$ cat src/rtl/pipe_ctrl_pkg.sv
// pipe_ctrl_pkg: types and constants shared by the pipeline control block.
//   state_e     - memory-wait FSM encoding (RUN / WAIT / ERR)
//   PC_SEL_NONE - ex_pc_sel value meaning "no control transfer"
package pipe_ctrl_pkg;

  typedef enum logic [1:0] {
    RUN  = 2'd0,
    WAIT = 2'd1,
    ERR  = 2'd2
  } state_e;

  localparam logic [1:0] PC_SEL_NONE = 2'b00;

endpackage

$ cat src/rtl/pipe_ctrl_hazard_detect.sv
// hazard_detect: pure combinational decode of the three pipeline conditions.
//   inputs : ID source regs/used flags, EX load/dest/pc_sel/pc4, MEM req/ack
//   lu     : load-use hazard between EX load and ID consumer
//   rd     : control-transfer redirect requested by a live EX instruction
//   mw     : MEM stage waiting on data memory
module hazard_detect
  import pipe_ctrl_pkg::*;
(
  input  logic [4:0]  id_rs1_i,
  input  logic [4:0]  id_rs2_i,
  input  logic        id_rs1_used_i,
  input  logic        id_rs2_used_i,
  input  logic        ex_mem_read_i,
  input  logic [4:0]  ex_wR_i,
  input  logic [1:0]  ex_pc_sel_i,
  input  logic [31:0] ex_pc4_i,
  input  logic        mem_req_i,
  input  logic        mem_ack_i,
  output logic        lu,
  output logic        rd,
  output logic        mw
);

  logic ex_live;
  logic rs1_hit;
  logic rs2_hit;

  // pc4 bit 31 marks a killed/bubble slot in EX; such a slot creates no hazard.
  assign ex_live = ~ex_pc4_i[31];
  assign rs1_hit = id_rs1_used_i & (id_rs1_i == ex_wR_i);
  assign rs2_hit = id_rs2_used_i & (id_rs2_i == ex_wR_i);

  assign lu = ex_mem_read_i & (ex_wR_i != 5'd0) & ex_live & (rs1_hit | rs2_hit);
  assign rd = (ex_pc_sel_i != PC_SEL_NONE) & ex_live;
  assign mw = mem_req_i & ~mem_ack_i;

endmodule

$ cat src/rtl/pipe_ctrl.sv
// pipe_ctrl: pipeline hazard / stall / flush controller.
//   Params : TIMEOUT - max consecutive memory-wait cycles before error
//            CNT_W   - width of saturating statistics counters
//   Inputs : clk, rst_n (async, active low), ID/EX/MEM status (see hazard_detect)
//   Outputs: pc_hold_o, if_id_hold_o, id_ex_stop_o, if_id_flush_o, id_ex_flush_o,
//            freeze_o (combinational, priority MW > RD > LU, ERR forces freeze)
//            mem_err_o (sticky), stall_cnt_o, flush_cnt_o (saturating)
module pipe_ctrl
  import pipe_ctrl_pkg::*;
#(
  parameter int unsigned TIMEOUT = 255,
  parameter int unsigned CNT_W   = 16
) (
  input  logic             clk,
  input  logic             rst_n,
  input  logic [4:0]       id_rs1_i,
  input  logic [4:0]       id_rs2_i,
  input  logic             id_rs1_used_i,
  input  logic             id_rs2_used_i,
  input  logic             ex_mem_read_i,
  input  logic [4:0]       ex_wR_i,
  input  logic [1:0]       ex_pc_sel_i,
  input  logic [31:0]      ex_pc4_i,
  input  logic             mem_req_i,
  input  logic             mem_ack_i,
  output logic             pc_hold_o,
  output logic             if_id_hold_o,
  output logic             id_ex_stop_o,
  output logic             if_id_flush_o,
  output logic             id_ex_flush_o,
  output logic             freeze_o,
  output logic             mem_err_o,
  output logic [CNT_W-1:0] stall_cnt_o,
  output logic [CNT_W-1:0] flush_cnt_o
);

  localparam int unsigned WCNT_W = ($clog2(TIMEOUT + 1) > 8) ? $clog2(TIMEOUT + 1) : 8;

  logic lu;
  logic rd;
  logic mw;

  hazard_detect u_hazard_detect (
    .id_rs1_i      (id_rs1_i),
    .id_rs2_i      (id_rs2_i),
    .id_rs1_used_i (id_rs1_used_i),
    .id_rs2_used_i (id_rs2_used_i),
    .ex_mem_read_i (ex_mem_read_i),
    .ex_wR_i       (ex_wR_i),
    .ex_pc_sel_i   (ex_pc_sel_i),
    .ex_pc4_i      (ex_pc4_i),
    .mem_req_i     (mem_req_i),
    .mem_ack_i     (mem_ack_i),
    .lu            (lu),
    .rd            (rd),
    .mw            (mw)
  );

  state_e            state_reg;
  logic [WCNT_W-1:0] wait_cnt_reg;
  logic              mem_err_reg;
  logic              lu_done_reg;
  logic [CNT_W-1:0]  stall_cnt_reg;
  logic [CNT_W-1:0]  flush_cnt_reg;

  logic              err;
  logic              lu_stall;
  logic [WCNT_W:0]   wait_inc;

  assign err = (state_reg == ERR);

  // A load-use stall is issued once per hazard; lu_done_reg remembers that the
  // current hazard already got its bubble. While frozen no stall is issued, so
  // the hazard is picked up again the cycle the freeze releases.
  assign lu_stall = lu & ~freeze_o & ~rd & ~lu_done_reg;

  always_comb begin
    freeze_o      = err | mw;
    pc_hold_o     = 1'b0;
    if_id_hold_o  = 1'b0;
    id_ex_stop_o  = 1'b0;
    if_id_flush_o = 1'b0;
    id_ex_flush_o = 1'b0;
    if (freeze_o) begin
      pc_hold_o    = 1'b1;
      if_id_hold_o = 1'b1;
    end else if (rd) begin
      if_id_flush_o = 1'b1;
      id_ex_flush_o = 1'b1;
    end else if (lu_stall) begin
      pc_hold_o    = 1'b1;
      if_id_hold_o = 1'b1;
      id_ex_stop_o = 1'b1;
    end
  end

  // Count this wait cycle; wait_cnt_reg is 0 in RUN, so this also covers entry.
  assign wait_inc = {1'b0, wait_cnt_reg} + 1'b1;

  always_ff @(posedge clk or negedge rst_n) begin
    if (!rst_n) begin
      state_reg    <= RUN;
      wait_cnt_reg <= '0;
      mem_err_reg  <= 1'b0;
    end else begin
      case (state_reg)
        ERR: begin
          state_reg <= ERR;
        end
        default: begin
          // An ack in the cycle the count would reach TIMEOUT clears mw, so it wins.
          if (mw) begin
            if (wait_inc >= (WCNT_W + 1)'(TIMEOUT)) begin
              state_reg    <= ERR;
              wait_cnt_reg <= '0;
              mem_err_reg  <= 1'b1;
            end else begin
              state_reg    <= WAIT;
              wait_cnt_reg <= wait_inc[WCNT_W-1:0];
            end
          end else begin
            state_reg    <= RUN;
            wait_cnt_reg <= '0;
          end
        end
      endcase
    end
  end

  always_ff @(posedge clk or negedge rst_n) begin
    if (!rst_n) begin
      lu_done_reg   <= 1'b0;
      stall_cnt_reg <= '0;
      flush_cnt_reg <= '0;
    end else begin
      lu_done_reg <= lu & (lu_done_reg | lu_stall);
      if (pc_hold_o && (stall_cnt_reg != {CNT_W{1'b1}}))
        stall_cnt_reg <= stall_cnt_reg + 1'b1;
      if (if_id_flush_o && (flush_cnt_reg != {CNT_W{1'b1}}))
        flush_cnt_reg <= flush_cnt_reg + 1'b1;
    end
  end

  assign mem_err_o   = mem_err_reg;
  assign stall_cnt_o = stall_cnt_reg;
  assign flush_cnt_o = flush_cnt_reg;

endmodule

$ cat config.mk
export PLATFORM = sky130hd
export DESIGN_NAME = pipe_ctrl
export DESIGN_NICKNAME = d
export VERILOG_FILES = /design/src/rtl/pipe_ctrl_pkg.sv /design/src/rtl/pipe_ctrl_hazard_detect.sv /design/src/rtl/pipe_ctrl.sv
export SDC_FILE = /design/constraint.sdc
export NUM_CORES = 1
export LEC_CHECK = 0
export ABC_AREA = 1
export BUFFER_PORTS_ARGS = -buffer_cell sky130_fd_sc_hd__buf_4
export CAP_MARGIN = 20
export CORE_MARGIN = 1.5
export CORE_UTILIZATION = 46
export CTS_CLUSTER_DIAMETER = 100
export DETAILED_ROUTE_END_ITERATION = 6
export PLACE_DENSITY = 0.76
export SYNTH_ARGS = -nofsm -noshare
export SYNTH_HDL_FRONTEND = slang
export SYNTH_SLANG_ARGS = --single-unit
$ cat constraint.sdc
create_clock -name clk -period 3.1 [get_ports clk]
set_input_delay 0.465 -clock clk [delete_from_list [all_inputs] [get_ports clk]]
set_output_delay 0.465 -clock clk [all_outputs]
set_load 0.05 [all_outputs]
==> summary.md, run 1 <==
| Metric | Value |
|---|---|
| R2r startpoint | `stall_cnt_o[0]` |
| YS warnings | `0` |
| Run status | `complete, no violations` |
| Synth Net Count | `438` |
| Synth area leader | `dfrtp_1` |
| Setup TNS | `0 ns` |
| Post-detail-place hpwl | `approximately 4.5 mm` |
| Nature of the critical path startpoint | `flip-flop` |
| Share of flip-flops with an asynchronous set or reset | `between 90% and 100%` |
| Fillers | `543` |
| Post-DRT Antenna Nets | `0` |
| Period minus WS final | `2.178 ns` |
| Vias in the first global route | `2,393` |
| Final Util | `58.32%` |
| FF-to-FF setup slack | `approximately 1.2 ns` |
| Gpl congestion | `0.9034` |
| Leakage | `1.903 nW` |
| Reg clk slew, reported paths | `roughly 0.090 ns` |
| Seq/Total Area, Yosys | `38.43%` |
| RSZ-0062 raised after global routing | `no` |
| Synthesis-stage register bit count | `between 40 and 50` |
| Synth top area cells | `dfrtp_1 38%, nand2_1 13%, nand3_1 6.8%` |
| Initial cell density of the core | `approximately half` |
| # hold bufs at CTS | `0` |
| Syn_area_per_cell | `~7.6 um2` |
| Die Footprint | `between 6000 and 7000 um2` |
| Synth Flop Type | `dfrtp_1` |
| Final hold violation count | `0` |
| Clk_lat worst skew | `0.30 ns` |
| Initial antenna violation count | `0` |
| TritonCTS clock tree | `done` |
| I/O Buffers | `63` |
| Core ar. | `roughly 6000 um2` |
| First-pass GRT wire length | `10.16 mm` |
| R2R cell count | `7` |
| CP required | `2.63 ns` |
| Max Root-Sink Buffers | `2` |
| Tcrit/Tclk final | `70.25%` |
| Cell area power density | `291.6 nW/um2` |
| Nets | `503` |
| Maxcap violations | `0` |
| Largest net degree at the start of global routing | `45` |
| Ports | `95` |
| Setup Fix Bufs, Post-CTS | `0` |
| Final wirelength | `6.046 mm` |
| FF-to-FF End | `stall_cnt_o[3]` |
| DR iter-0 viols | `132` |
| DR pass1 iterations | `4` |
| Slew @ Worst Pin | `0.5522 ns` |
| Top cell type's share of synthesized area | `38.43%` |
| Total CTS buffers | `5` |
| Setup Viol. Count Final | `0` |
| # DRC | `0` |
| Crit Path Category | `reg -> out` |
| WL/cell | `11.65 um` |
| Maximum operating frequency | `between 400 and 500 MHz` |
| CTS Sinks | `44` |
| Relative slew slack | `between 60% and 70%` |
| Mapped Cells | `around 380` |
| Final Instance Area | `3473 um2` |
| Root Driver | `clkbuf_8` |
| Synth Cell Area | `approximately 2900 um2` |
| H-tree Lvls | `2` |
| Syn-to-layout area delta | `21.22%` |
| Clk_skew | `0.01156 ns` |
| Antenna diode instance count | `0` |
| EDFF count, synth | `0` |
| Placed inst area | `~3400 um2` |
| Crit-path max FO | `20` |
| FP Rows | `28` |
| Yosys cell types | `37` |
| WP data arrival | `1.71 ns` |
| Chip width | `81.92 um` |
| Max Slew Vio Count | `0` |
| Worst vdd ir | `~0.21 mV` |
| Post-CTS Resized | `0` |
| Total gr overflow | `0` |
| Critical Path Sink Type | `primary output` |
| Fraction of layout cells with a size suffix above 1 | `between 20% and 30%` |
| Hold Crit Class | `in -> async` |
| Via density | `about 5.0` |
| Die H | `81.92 um` |
| All-layer global routing usage | `between 10% and 20%` |
| Total number of vias | `2,575` |
-- layer usage --
metal,global-route usage (%),part of all wire [%],up-vias
met5,0,0,-
met4,5.254,0.99,0
met3,2.778,4.3,5
met2,34.67,50,66
met1,23.99,45,1183
li1,-,-,1321
-- through the flow --
| stage | total power [mW] | std cells | worst slack (ns) | hold slack (ns) |
|---|---|---|---|---|
| after global routing | 1.051 | 519 | 0.8256 | 0.2014 |
| after global placement | 0.6497 | 511 | 1.076 | 0.4506 |
| final | 1.013 | 519 | 0.9222 | 0.1485 |
| after detailed placement | 0.6510 | 511 | 1.078 | 0.4504 |
| after CTS | 1.024 | 519 | 0.8977 | 0.1795 |
| after floorplan | 0.6084 | 378 | 1.078 | 0.1694 |
-- how the worst max path moves through the flow --
stage | from | end | slack (ns) | cells after the start
after global routing | state_reg[1] | if_id_hold_o | 0.83 | 9
final | state_reg[1] | if_id_hold_o | 0.92 | 9
after detailed placement | ex_wR_i[3] | if_id_hold_o | 1.08 | 9
after CTS | state_reg[1] | if_id_hold_o | 0.90 | 9
after global placement | ex_wR_i[3] | pc_hold_o | 1.08 | 9
after floorplan | mem_ack_i | pc_hold_o | 1.08 | 10
-- worst max-delay path: stages, from the launching register on --
cell and delay, ns:
dfrtp_1 0.37, inv_1 0.05, or2_4 0.14, nand2_8 0.07
inv_6 0.07, nand2_2 0.04, nor2_2 0.09, nand3_2 0.12
nand2_4 0.21, buf_4 0.25
-- area by class of cell --
cell class                      instances  area (um2)  share of cell area (%)
Multi-Input combinational cell        278        1516                   43.66
Sequential cell                        44        1101                   31.70
Timing Repair Buffer                   63       473.0                   13.62
Inverter                               51       196.4                   5.656
Tap cell                               75       93.84                   2.702
Clock buffer                            6       82.58                   2.378
Clock inverter                          2       10.01                  0.2882
-- Yosys cell counts, types with 3 or more instances --
master,count
o21ai_1,7
nor2_2,5
xor2_1,15
nand2_1,100
inv_2,6
nand4_1,9
nand2_2,21
dfrtp_1,44
nand2_4,3
nor2_1,34
inv_1,43
nor3_1,7
nand3_2,3
xnor2_1,10
o21ai_0,5
ha_1,4
nand3_1,39
-- cells by family (layout without fill, tap and decap cells) --
family / after synthesis / in the layout / synth area share (%)
AOI/OAI and AO/OA: 19 / 19 / 4.017
xor gates and xnor gates: 25 / 25 / 7.642
and+or+nand+nor: 230 / 230 / 39.52
adders and majority gates: 4 / 4 / 1.747
buffers and inverters: 56 / 122 / 8.646
DFF: 44 / 44 / 38.43
-- power by group --
| group | total [mW] | switching (mW) | internal, mW |
|---|---|---|---|
| clock | 0.375 | 0.197 | 0.178 |
| combinational | 0.0645 | 0.0352 | 0.0293 |
| sequential | 0.573 | 0 | 0.573 |
-- placed cells by master, fill, tap and decap left out, types with 4 or more instances in the layout --
cell type,count
nand2_2,21
ha_1,4
o21ai_1,7
nor3_1,7
dfrtp_1,44
inv_2,6
buf_4,63
xnor2_1,10
nor2_2,5
clkbuf_8,6
nor2_1,34
xor2_1,15
inv_1,43
nand4_1,9
o21ai_0,5
nand2_1,100
nand3_1,39
Power figures use the tool's default switching activity.
==> run 2: changes to the inputs <==
ABC_AREA = 0   (was 1)
PLACE_DENSITY = 0.79   (was 0.76)
clock period = 2.1 ns   (was 3.1 ns; I/O delays follow)
==> run 2 against run 1 <==
The run now ends with negative hold slack left. Combinational power grew to 9.3 times the previous value. Cell area down 7.4%. Register-to-register slack got worse by 1.2 ns. Critical path type is now reg -> reg. Critical endpoint is now wait_cnt_reg[2]. Largest power group unchanged.
==> summary.md, run 2 <==
| Metric | Value |
|---|---|
| Run status | `complete, but fails checks` |
| Failing checks | `negative hold slack` |
| FF-to-FF End | `wait_cnt_reg[2]` |
| Synthesis-stage register bit count | `44 (unchanged)` |
| Post-detail-place hpwl | `4.094 mm (-9.6%)` |
| Largest net degree at the start of global routing | `45 (unchanged)` |
| Compound-gate portion of the synthesized area | `9.602% (+5.6 points)` |
| YS warnings | `0 (unchanged)` |
| Final wirelength | `5.592 mm (-7.5%)` |
| Total CTS buffers | `5 (unchanged)` |
| Total number of vias | `2,048 (-20%)` |
| Leakage | `1.516 nW (-20%)` |
| RSZ-0062 raised after global routing | `yes` |
| Mapped Cells | `226 (-40%)` |
| Net Sw Power | `742.4 uW (+220%)` |
| Synth top area cells | `dfrtp_1 48%, xnor2_1 12%, nand2_1 4.3%` |
| Root Driver | `clkbuf_8` |
| Post-Synth Simple-Gate Area | `22.20% (-17 points)` |
| Yosys cell types | `43 (+16%)` |
| Comb power frac | `27.0% (+21 points)` |
| Top cell type's share of synthesized area | `48.01% (+9.6 points)` |
| Internal power | `1.493 mW (+91%)` |
| Die Footprint | `5418 um2 (-19%)` |
| Hold Crit Class | `in -> async` |
| CTS Sinks | `44 (unchanged)` |
| Vias in the first global route | `1,956 (-18%)` |
| Clk_lat worst skew | `0.30 ns (about the same)` |
| WHS | `-0.01447 ns (-0.1629 ns)` |
| Part of the power in the clock network | `28.9% (-8.1 points)` |
| Synth Cell Area | `2293 um2 (-20%)` |
| Most frequent CP cell | `buf_4` |
| Main combinational cell family by area after synthesis | `simple AND/OR/NAND/NOR gates` |
| Final Instance Area | `3216 um2 (-7.4%)` |
| Worst vdd ir | `0.5647 mV (+170%)` |
| Placed inst area | `3022 um2 (-11%)` |
| Count leader, synth | `dfrtp_1` |
| DR pass1 iterations | `4 (unchanged)` |
| Placed Cells incl. Taps | `375 (-27%)` |
| Fillers | `396 (-27%)` |
| Period minus WS final | `2.050 ns` |
| XOR/XNOR Fraction of Synth Area | `14.51% (+6.9 points)` |
| First-pass GRT wire length | `8.749 mm (-14%)` |
| Commonest non-fill, non-tap cell in the layout | `buf_4` |
| # DRC | `0 (unchanged)` |
| Syn-to-layout area delta | `40.21%` |
| Post-DRT Antenna Nets | `0 (unchanged)` |
| Adder-Cell Fraction of Synth Area | `2.182% (+0.44 points)` |
| Initial cell density of the core | `48.24% (+0.13 points)` |
| Final worst slack | `0.04990 ns (-0.8723 ns)` |
| Slew @ Worst Pin | `0.5518 ns (-0.0004283 ns)` |
| WP data arrival | `2.27 ns (+0.56 ns)` |
| Reg clk slew, reported paths | `0.08 ns (about the same)` |
| Crit-path max FO | `5 (-75%)` |
| Seq/Total Area, Yosys | `48.01% (+9.6 points)` |
| Sw Share | `33.21% (+10 points)` |
| Synth Flop Type | `dfrtp_1` |
| FP Rows | `25 (-11%)` |
| Mux contribution to synthesized area | `1.473% (+1.5 points)` |
| Setup Viol. Count Final | `0 (unchanged)` |
| Nets | `376 (-25%)` |
| I/O Buffers | `63 (unchanged)` |
| Worst slack, placed | `-0.06169 ns (-1.139 ns)` |
| H-tree Lvls | `2 (unchanged)` |
| Power Total | `2.235 mW (+120%)` |
| Chip width | `73.61 um (-10%)` |
| Worst-path cell chain | `buf_4 -> ha_4 -> nor2_2 -> o2111ai_2 -> a211oi_4 -> a41oi_2 -> buf_4 -> nand3_4 -> o31ai_2` |
| DR iter-0 viols | `96 (-27%)` |
| Ports | `95 (unchanged)` |
| Max Root-Sink Buffers | `2 (unchanged)` |
| Most frequent cells in the layout | `85 x buf_4, 39 x dfrtp_1, 31 x xnor2_1` |
| Synth Net Count | `286 (-35%)` |
| Gpl congestion | `0.8338 (-7.7%)` |
| Cell area power density | `695.2 nW/um2 (+140%)` |
| Total gr overflow | `0 (unchanged)` |
| Slowest Stage Delay on Critical Path | `0.41 ns (+0.04 ns)` |
| Maxcap violations | `0 (unchanged)` |
| Core ar. | `4755 um2 (-20%)` |
| R2r startpoint | `wait_cnt_reg[1]` |
| Sequential share of power | `44.1% (-13 points)` |
| TritonCTS clock tree | `done` |
| Antenna diode instance count | `0 (unchanged)` |
| Synth cell count leaders | `44 x dfrtp_1, 31 x xnor2_1, 26 x nand2_1` |
| Final Util | `67.63% (+9.3 points)` |
| Slowest cell on crit path | `dfrtp_1` |
| Clk_skew | `0.006718 ns (-0.004837 ns)` |
| Relative slew slack | `63.21% (about the same)` |
| Setup TNS | `0 ns (unchanged)` |
| Die H | `73.61 um (-10%)` |
| FF-to-FF setup slack | `0.05 ns (-1.18 ns)` |
| All-layer global routing usage | `21.37% (+2.1 points)` |
| Fraction of layout cells with a size suffix above 1 | `38.80% (+12 points)` |
| Max Slew Vio Count | `0 (unchanged)` |
| Via density | `5.333 (+7.5%)` |
| Final hold violation count | `10 (+10)` |
| Initial antenna violation count | `0 (unchanged)` |
| Crit Path Category | `reg -> reg` |
| Synth area leader | `dfrtp_1` |
| Tcrit/Tclk final | `97.62%` |
| Share of flip-flops with an asynchronous set or reset | `100.0% (unchanged)` |
| Maximum operating frequency | `487.8 MHz` |
| EDFF count, synth | `0 (unchanged)` |
| R2R cell count | `9 (+2)` |
| WL/cell | `14.56 um (+25%)` |
| Fin cells | `384 (-26%)` |
| Syn_area_per_cell | `10.15 um2 (+34%)` |
| Nature of the critical path startpoint | `flip-flop` |
| CP required | `2.32 ns (-0.31 ns)` |
| Critical Path Sink Type | `flip-flop` |
[run 2: how the worst max path moves through the flow]
stage	start	to	slack [ns]	depth (start not counted)
global placement	wait_cnt_reg[0]	wait_cnt_reg[1]	-0.03	7
global route	wait_cnt_reg[1]	wait_cnt_reg[2]	-0.05	9
detailed placement	wait_cnt_reg[0]	wait_cnt_reg[1]	-0.06	7
floorplan	stall_cnt_o[7]	stall_cnt_o[15]	0.003	7
CTS	wait_cnt_reg[0]	wait_cnt_reg[3]	0.02	6
finish	wait_cnt_reg[1]	wait_cnt_reg[2]	0.05	9
[run 2: worst max-delay path, delay by kind of cell (launching register included)]
family / cells / cell delay, ns
AOI/OAI and AO/OA: 4 / 0.76
DFF: 1 / 0.41
buffers and inverters: 2 / 0.37
adders and majority gates: 1 / 0.28
and+or+nand+nor: 2 / 0.14
[run 2: power groups by stage]
stage | Sequential [mW] | Combinational [mW] | Clock [mW]
global placement | 1.00 | 0.590 | 0
CTS | 0.986 | 0.606 | 0.656
detailed placement | 1.00 | 0.605 | 0
finish | 0.987 | 0.603 | 0.646
global route | 1.00 | 0.636 | 0.690
floorplan | 1.23 | 0.142 | 0
[run 2: kinds of logic (layout without fill, tap and decap cells)]
| group | count (synthesis) | after routing |
|---|---|---|
| xor gates and xnor gates | 38 | 38 |
| DFF | 44 | 44 |
| AOI/OAI and AO/OA | 31 | 31 |
| and+or+nand+nor | 97 | 97 |
| muxes | 3 | 3 |
| buffers and inverters | 9 | 100 |
| adders and majority gates | 4 | 4 |
[run 2: layer usage]
layer | part of all wire, % | track usage [%]
met3 | 5.6 | 6.036
met4 | 2.8 | 9.877
met1 | 40 | 24.93
met5 | 0 | 0
met2 | 52 | 36.24
[run 2: timing repair]
action	in CTS	in global routing
gates resized for setup	1	16
hold buffers	0	0
pin swaps	1	5
buffers inserted	1	0
endpoints found under the hold margin	0	0
cloned	0	0
endpoints found under the setup margin	7	13
[run 2: layout make-up]
type | count | area [um2] | area share (%)
flip-flops and latches | 44 | 1107 | 34.44
inverters | 5 | 18.77 | 0.5837
clock buffers | 6 | 72.57 | 2.257
multi-input cells | 173 | 1237 | 38.48
clock inverters | 2 | 35.03 | 1.089
repair buffers | 87 | 660.6 | 20.54
well taps | 67 | 83.83 | 2.607
